### config.mk
export PLATFORM = sky130hd
export DESIGN_NAME = r_forward_demixer
export DESIGN_NICKNAME = d
export VERILOG_FILES = /design/src/rtl/r_forward_demixer_pkg.sv /design/src/rtl/r_forward_demixer_skid.sv /design/src/rtl/r_forward_demixer.sv
export SDC_FILE = /design/constraint.sdc
export NUM_CORES = 1
export LEC_CHECK = 0
export CAP_MARGIN = 10
export CELL_PAD_IN_SITES_DETAIL_PLACEMENT = 0
export CELL_PAD_IN_SITES_GLOBAL_PLACEMENT = 1
export CORE_MARGIN = 1.5
export CORE_UTILIZATION = 35
export CTS_BUF_LIST = sky130_fd_sc_hd__clkbuf_8
export CTS_CLUSTER_SIZE = 40
export DETAILED_ROUTE_END_ITERATION = 8
export GPL_TIMING_DRIVEN = 0
export PLACE_DENSITY = 0.79
export SLEW_MARGIN = 20
export SYNTH_ARGS = -nofsm -noshare
export SYNTH_HDL_FRONTEND = slang
export SYNTH_SLANG_ARGS = --single-unit
### constraint.sdc
create_clock -name CLK -period 13 [get_ports CLK]
set_input_delay 1.95 -clock CLK [delete_from_list [all_inputs] [get_ports CLK]]
set_output_delay 1.95 -clock CLK [all_outputs]
set_load 0.03 [all_outputs]
### src/rtl/r_forward_demixer_pkg.sv
// Shared AR-channel packing layout and skid-buffer state encoding.
// Both the forward mixer and the demixer use this package, so the layout cannot drift between them.
package r_forward_demixer_pkg;

  localparam int unsigned AR_ID_W     = 8;
  localparam int unsigned AR_ADDR_W   = 36;
  localparam int unsigned AR_LEN_W    = 8;
  localparam int unsigned AR_SIZE_W   = 3;
  localparam int unsigned AR_BURST_W  = 2;
  localparam int unsigned AR_LOCK_W   = 1;
  localparam int unsigned AR_CACHE_W  = 4;
  localparam int unsigned AR_PROT_W   = 3;
  localparam int unsigned AR_QOS_W    = 4;
  localparam int unsigned AR_REGION_W = 4;
  localparam int unsigned AR_USER_W   = 4;
  localparam int unsigned AR_PACK_W   = 77;

  localparam int unsigned AR_USER_OFF   = 0;
  localparam int unsigned AR_REGION_OFF = 4;
  localparam int unsigned AR_QOS_OFF    = 8;
  localparam int unsigned AR_PROT_OFF   = 12;
  localparam int unsigned AR_CACHE_OFF  = 15;
  localparam int unsigned AR_LOCK_OFF   = 19;
  localparam int unsigned AR_BURST_OFF  = 20;
  localparam int unsigned AR_SIZE_OFF   = 22;
  localparam int unsigned AR_LEN_OFF    = 25;
  localparam int unsigned AR_ADDR_OFF   = 33;
  localparam int unsigned AR_ID_OFF     = 69;

  localparam logic [1:0] BURST_RESERVED = 2'b11;

  typedef enum logic [1:0] {
    ST_EMPTY = 2'd0,
    ST_ONE   = 2'd1,
    ST_FULL  = 2'd2
  } skid_state_e;

endpackage

### src/rtl/r_forward_demixer_skid.sv
// Generic 2-entry register slice (axi_skid_buffer): both valid and ready are
// driven from flops, so the input and output sides are timing-isolated.
module axi_skid_buffer
  import r_forward_demixer_pkg::*;
#(
  parameter int unsigned WIDTH = 8
) (
  input  logic             clk,
  input  logic             rst,
  input  logic [WIDTH-1:0] in_data,
  input  logic             in_valid,
  output logic             in_ready,
  output logic [WIDTH-1:0] out_data,
  output logic             out_valid,
  input  logic             out_ready
);

  skid_state_e      state_q, state_d;
  logic             ready_q, ready_d;
  logic [WIDTH-1:0] oreg_q, oreg_d;
  logic [WIDTH-1:0] sreg_q, sreg_d;
  logic             in_xfer, out_xfer;

  always_ff @(posedge clk or posedge rst) begin
    if (rst) begin
      state_q <= ST_EMPTY;
      ready_q <= 1'b0;
      oreg_q  <= '0;
      sreg_q  <= '0;
    end else begin
      state_q <= state_d;
      ready_q <= ready_d;
      oreg_q  <= oreg_d;
      sreg_q  <= sreg_d;
    end
  end

  // ready_q gates acceptance, so READY stays low on the first cycle after reset release
  // even though the state is already EMPTY.
  always_comb begin
    in_xfer  = in_valid && ready_q;
    out_xfer = (state_q != ST_EMPTY) && out_ready;
    state_d  = state_q;
    oreg_d   = oreg_q;
    sreg_d   = sreg_q;
    unique case (state_q)
      ST_EMPTY: begin
        if (in_xfer) begin
          oreg_d  = in_data;
          state_d = ST_ONE;
        end
      end
      ST_ONE: begin
        if (in_xfer && out_xfer) begin
          oreg_d = in_data;
        end else if (in_xfer) begin
          sreg_d  = in_data;
          state_d = ST_FULL;
        end else if (out_xfer) begin
          state_d = ST_EMPTY;
        end
      end
      ST_FULL: begin
        if (out_xfer) begin
          oreg_d  = sreg_q;
          state_d = ST_ONE;
        end
      end
      default: state_d = ST_EMPTY;
    endcase
    ready_d = (state_d != ST_FULL);
  end

  always_comb begin
    in_ready  = ready_q;
    out_valid = (state_q != ST_EMPTY);
    out_data  = oreg_q;
  end

endmodule

### src/rtl/r_forward_demixer.sv
// Unpacks the 77-bit packed read-address word into an AXI4 AR master channel
// through a registered skid buffer, and flags reserved burst encodings.
module r_forward_demixer
  import r_forward_demixer_pkg::*;
(
  input  logic        CLK,
  input  logic        RESET,
  input  logic [76:0] DATA,
  input  logic        VALID,
  output logic        READY,
  output logic [7:0]  ARID,
  output logic [35:0] ARADDR,
  output logic [7:0]  ARLEN,
  output logic [2:0]  ARSIZE,
  output logic [1:0]  ARBURST,
  output logic        ARLOCK,
  output logic [3:0]  ARCACHE,
  output logic [2:0]  ARPROT,
  output logic [3:0]  ARQOS,
  output logic [3:0]  ARREGION,
  output logic [3:0]  ARUSER,
  output logic        ARVALID,
  input  logic        ARREADY,
  output logic        BURST_ERR
);

  logic [AR_PACK_W-1:0] oreg;
  logic                 ready;
  logic                 burst_err_q, burst_err_d;

  axi_skid_buffer #(.WIDTH(AR_PACK_W)) u_skid (
    .clk      (CLK),
    .rst      (RESET),
    .in_data  (DATA),
    .in_valid (VALID),
    .in_ready (ready),
    .out_data (oreg),
    .out_valid(ARVALID),
    .out_ready(ARREADY)
  );

  // The word is forwarded unchanged; this only reports the reserved encoding.
  always_comb begin
    burst_err_d = VALID && ready &&
                  (DATA[AR_BURST_OFF +: AR_BURST_W] == BURST_RESERVED);
  end

  always_ff @(posedge CLK or posedge RESET) begin
    if (RESET) burst_err_q <= 1'b0;
    else       burst_err_q <= burst_err_d;
  end

  always_comb begin
    READY     = ready;
    BURST_ERR = burst_err_q;
    ARID      = oreg[AR_ID_OFF     +: AR_ID_W];
    ARADDR    = oreg[AR_ADDR_OFF   +: AR_ADDR_W];
    ARLEN     = oreg[AR_LEN_OFF    +: AR_LEN_W];
    ARSIZE    = oreg[AR_SIZE_OFF   +: AR_SIZE_W];
    ARBURST   = oreg[AR_BURST_OFF  +: AR_BURST_W];
    ARLOCK    = oreg[AR_LOCK_OFF];
    ARCACHE   = oreg[AR_CACHE_OFF  +: AR_CACHE_W];
    ARPROT    = oreg[AR_PROT_OFF   +: AR_PROT_W];
    ARQOS     = oreg[AR_QOS_OFF    +: AR_QOS_W];
    ARREGION  = oreg[AR_REGION_OFF +: AR_REGION_W];
    ARUSER    = oreg[AR_USER_OFF   +: AR_USER_W];
  end

endmodule

==> Word-level counts from Yosys, hierarchy flattened <==
Cells that the tools add are included.
W data, S select, Z words.
{ "word_totals": {"output_inout_bits": 80, "word_cells": 32, "inputBits": 81, "regBits": 158} }
{ "op_classes": {"n_reduce_logical": 9, "mux": 10, "bitwise": 1, "eq_ne": 7} }
{ "ops": {"columns": ["op", "count"], "rows": [
  ["$mux W77", 3],
  ["$pmux W77 S3", 1],
  ["$mux W2", 5],
  ["$ne A2 B1 Y1 const B", 3],
  ["$pmux W2 S3", 1],
  ["$eq A2 B2 Y1 const B", 2],
  ["$logic_and A1 B1 Y1", 4],
  ["$reduce_and A4 Y1", 1],
  ["$reduce_and A3 Y1", 1],
  ["$reduce_bool A3 Y1", 1],
  ["$eq A2 B1 Y1 const B", 1],
  ["$logic_not A2 Y1", 1],
  ["$ne A2 B2 Y1 const B", 1],
  ["$reduce_bool A2 Y1", 1],
  ["$not A1 Y1", 1]
]} }

==> Depth between registers and ports, before layout <==
{ "logic_depth": {"depth_word": 7, "ltp_mapped": 6, "mapped_depth_nobuf": 3} }

==> By module <==
A second synthesis with hierarchy kept.
{ "hier_totals": {"cells_unflattened": 448, "hier_area_um2": 6645.1} }
{ "modules_own_cells": {"columns": ["module", "seq_area_each_um2", "cells_each", "area_each_um2", "n_inst"], "rows": [
  ["axi_skid_buffer", 3928.8, 445, 6607.6, 1],
  ["r_forward_demixer", 25.0, 3, 37.5, 1]
]} }

==> Worst setup path before layout <==
OpenSTA, ideal clock, no wires.
{ "synth_timing": {"path_kind": "input port to flip-flop", "start": "in VALID", "end": "reg u_skid.sreg_q[51]", "required_ns": 12.875, "path_stages": 5, "arrival_time_ns": 3.105, "setup_ns": 0.125, "n_path_buf": 2, "path_slack_ns": 9.771, "cell_sequence": "nand2_1 nor3b_2 buf_4 buf_4 mux2_2"} }
{ "synth_between": {"elab_chain_len": 4} }
{ "synth_lines": {"columns": ["item", "line_no", "text"], "rows": [
  ["start: declaration", "r_forward_demixer.sv:9", "input logic VALID,"],
  ["$logic_and A1 B1 Y1 (*)", "r_forward_demixer_skid.sv:41", "in_xfer = in_valid && ready_q;"],
  ["$logic_and A1 B1 Y1", "r_forward_demixer_skid.sv:54", "if (in_xfer && out_xfer) begin"],
  ["$not A1 Y1 (no source line)", null, null],
  ["$reduce_and A3 Y1 (no source line) (*)", null, null],
  ["end signal: assignment", "r_forward_demixer_skid.sv:34", "sreg_q <= sreg_d;"],
  ["end: declaration", "r_forward_demixer_skid.sv:21", "logic [WIDTH-1:0] sreg_q, sreg_d;"]
]} }
Every way passes the cells marked *; elsewhere a longest branch is shown, timed or not.
A chain may end at the register's enable or synchronous reset.

==> Final worst setup path <==
{ "layout_timing": {"start": "in VALID", "end": "reg u_skid.sreg_q[53]"} }
The elaborated chain is that of the path after synthesis.

==> summary.md <==
| Metric | Value |
|---|---|
| Status | `completed` |
| Worst-Skew Late Latency | `0.44 ns` |
| WL final | `14.6 mm` |
| Overflow after GRT | `0` |
| WS Path Type | `in2reg` |
| Max-Cap Viols | `0` |
| Leak | `3.79 nW` |
| Tmin final | `3.80 ns` |
| R2r endpoint | `u_skid.sreg_q[53]` |
| RSZ-0062 raised after global routing | `false` |
| DP Area | `8780 sq um` |
| First-pass GRT wire length | `23.9 mm` |
| Worst-case reg-to-reg path depth | `5` |
| Worst-path clk slew | `0.09 ns` |
| Core area | `18900 sq um` |
| DR WL/cell | `16.6 microns` |
| Synthesized Nets | `511` |
| Layout cells sized above 1 | `43.0%` |
| Via count | `4137` |
| YS warnings | `0` |
| Number of synthesized flops with an enable pin | `0` |
| Placer congestion estimate | `0.745` |
| Max incr delay on CP | `0.64 ns` |
| Slowest cell on crit path | `nor3b_2` |
| Final hold viol count | `0` |
| Worst Skew | `0.0172 ns` |
| Die Height | `143 microns` |
| Final Cycle Share | `29.2%` |
| Post-synthesis cell count | `430` |
| Worst setup path endpoint | `u_skid.sreg_q[53]` |
| Avg Cell Area, Syn | `15.9 sq um` |
| Fmax | `263 MHz` |
| Critical Path Source | `VALID` |
| Most frequent cell on the critical path | `buf_4` |
| Count of buffers from port buffering | `160` |
| Row cnt | `50` |
| Area Overhead vs Synth | `34.6%` |
| Mapped Area | `6820 sq um` |
| Max FO, Critical Path | `10` |
| Ant. Diodes | `0` |
| CP Capture Type | `flop` |
| Num CTS Buffers | `17` |
| Detailed Place HPWL | `10.4 mm` |
| Fin util | `48.6%` |
| Worst endpoint data arrival time | `4.12 ns` |
| Final Setup Violations | `0` |
| H-tree depth | `4` |
| CP Cell Sequence | `clkdlybuf4s50_1 -> nand2_1 -> nor3b_2 -> buf_4 -> buf_4 -> mux2_2` |
| Library cells used by synthesis | `20` |
| Gr busiest metal | `met2` |
| Design Area, Final | `9180 sq um` |
| Worst Path Buf+Inv | `3` |
| Setup_tns | `0 ns` |
| Post-CTS Hold Buffers | `0` |
| Peak supply drop | `0.0961 mV` |
| Reg2reg start | `u_skid.in_ready` |
| DR DRC count | `0` |
| Clk root buf | `clkbuf_8` |
| Final Slew Violations | `0` |
| Synth Flop Type | `dfrtp_1` |
| R2R setup slack | `10.80 ns` |
| Die area | `20300 sq um` |
| Starting density of the core | `36.1%` |
| Sequential fraction of the synthesis area | `58.0%` |
| Initial antenna violation count | `0` |
| Post-synth top area share | `58.0%` |
| Post-cts resize count | `0` |
| Clock buffer depth | `2` |
| Met2 Use GR | `25.9%` |
| Nets@finish | `691` |
| CP Launch Type | `primary input` |
| Fin cells | `883` |
| CTS sink count | `158` |
| I/O pins | `161` |
| Cell Count Post-Placement | `851` |
| First-pass iteration count of the detailed router | `4` |
| Async set-reset flop share out of synthesis | `100%` |
| Flops & latches, synth | `158` |
| Cell Pwr Density | `246 nW/um^2` |
| Total power | `2.26 mW` |
| Met3 Resource Use GR | `4.71%` |
| TritonCTS clock tree | `built` |
| GRT Total Usage | `15.2%` |
| Worst-margin pin slew | `0.683 ns` |
| Worst min-delay path category | `reg2reg` |
| Largest net degree at the start of global routing | `88` |
| Synth cell count leaders | `mux2_2 (210), dfrtp_1 (158), mux2_1 (21), buf_2 (14), buf_4 (6)` |
| Top-count cell post-synth | `mux2_2` |
| Cell accounting for the most synthesized area | `dfrtp_1` |
| Met1 Usage GRT | `18.5%` |
| Critical path depth in cells | `6` |
| Final ANT Viol Nets | `0` |
| Vias per cell | `4.69` |
| Vias in the first global route | `4673` |
| Postcts setup bufs | `0` |
| CP Data Required Time | `13.33 ns` |
| Die width | `143 microns` |
| Synth area leaders | `dfrtp_1 (58%), mux2_2 (35%), mux2_1 (3.5%)` |
| Cell family with most CP delay | `buffers and inverters` |
| Slew headroom | `54.3%` |
| Initial drt markers | `88` |
## per-stage QoR
stage               hold slack [ns]  worst slack, ns
finish                        0.492             9.20
global route                  0.518             9.10
global placement              0.465             4.68
detailed placement            0.480             8.69
CTS                           0.501             9.20
floorplan                     0.454             6.79
## worst min path at each step
stage | start | to | slack (ns) | cells after the start
2_1_floorplan | u_skid.sreg_q[50] | u_skid.sreg_q[50] | 0.45 | 1
3_3_place_gp | u_skid.sreg_q[54] | u_skid.sreg_q[54] | 0.47 | 1
3_5_place_dp | u_skid.sreg_q[50] | u_skid.sreg_q[50] | 0.48 | 1
4_1_cts | u_skid.sreg_q[50] | u_skid.sreg_q[50] | 0.50 | 1
5_1_grt | u_skid.sreg_q[50] | u_skid.sreg_q[50] | 0.52 | 1
6_report | u_skid.sreg_q[50] | u_skid.sreg_q[50] | 0.49 | 1
## metal layers
| metal | wire, microns | part of all wire [%] | up-vias |
|---|---|---|---|
| li1 | - | - | 1901 |
| met1 | 6390 | 44 | 2127 |
| met2 | 7300 | 50 | 101 |
| met3 | 795 | 5.4 | 8 |
| met4 | 134 | 0.92 | 0 |
| met5 | 0 | 0 | - |
## kinds of logic after synthesis
| logic type | after synthesis | synth area share (%) |
|---|---|---|
| simple gates | 12 | 1.06 |
| buf+inv | 26 | 2.35 |
| mux | 232 | 38.3 |
| compound gates | 2 | 0.312 |
| flops | 158 | 58.0 |
## power breakdown
part	switching [mW]	total, mW	internal, mW
sequential	0.124	0.865	0.741
combinational	0.498	1.03	0.533
clock	0.179	0.363	0.184
total	0.801	2.26	1.46
## layout make-up
class	instances	area, sq um
fill	1672	9720
multi-input combinational	246	2710
buffer	25	156
inverter	1	11.3
clock inverter	12	120
clock buffer	20	275
tap	260	325
timing repair buffer	161	1630
sequential	158	3950
## registers in the layout (all words and copies together) (netlist names)
register         cells
u_skid.in_ready      1
BURST_ERR            1
u_skid.sreg_q       77
u_skid.out_data     77
u_skid.state_q       2
## cell usage in the layout, fill, tap and decap left out, drive strengths merged
| cell | n |
|---|---|
| nand2 | 2 |
| nor2 | 3 |
| clkinvlp | 2 |
| nor2b | 1 |
| inv | 3 |
| o221ai | 1 |
| nand4b | 1 |
| nand3b | 1 |
| nand2b | 1 |
| or2 | 2 |
| o211ai | 1 |
| mux2 | 231 |
| clkdlybuf4s50 | 160 |
| clkbuf | 22 |
| bufinv | 2 |
| dfrtp | 158 |
| nor3b | 1 |
| clkinv | 6 |
| mux2i | 1 |
| buf | 24 |
Power figures use the tool's default switching activity.
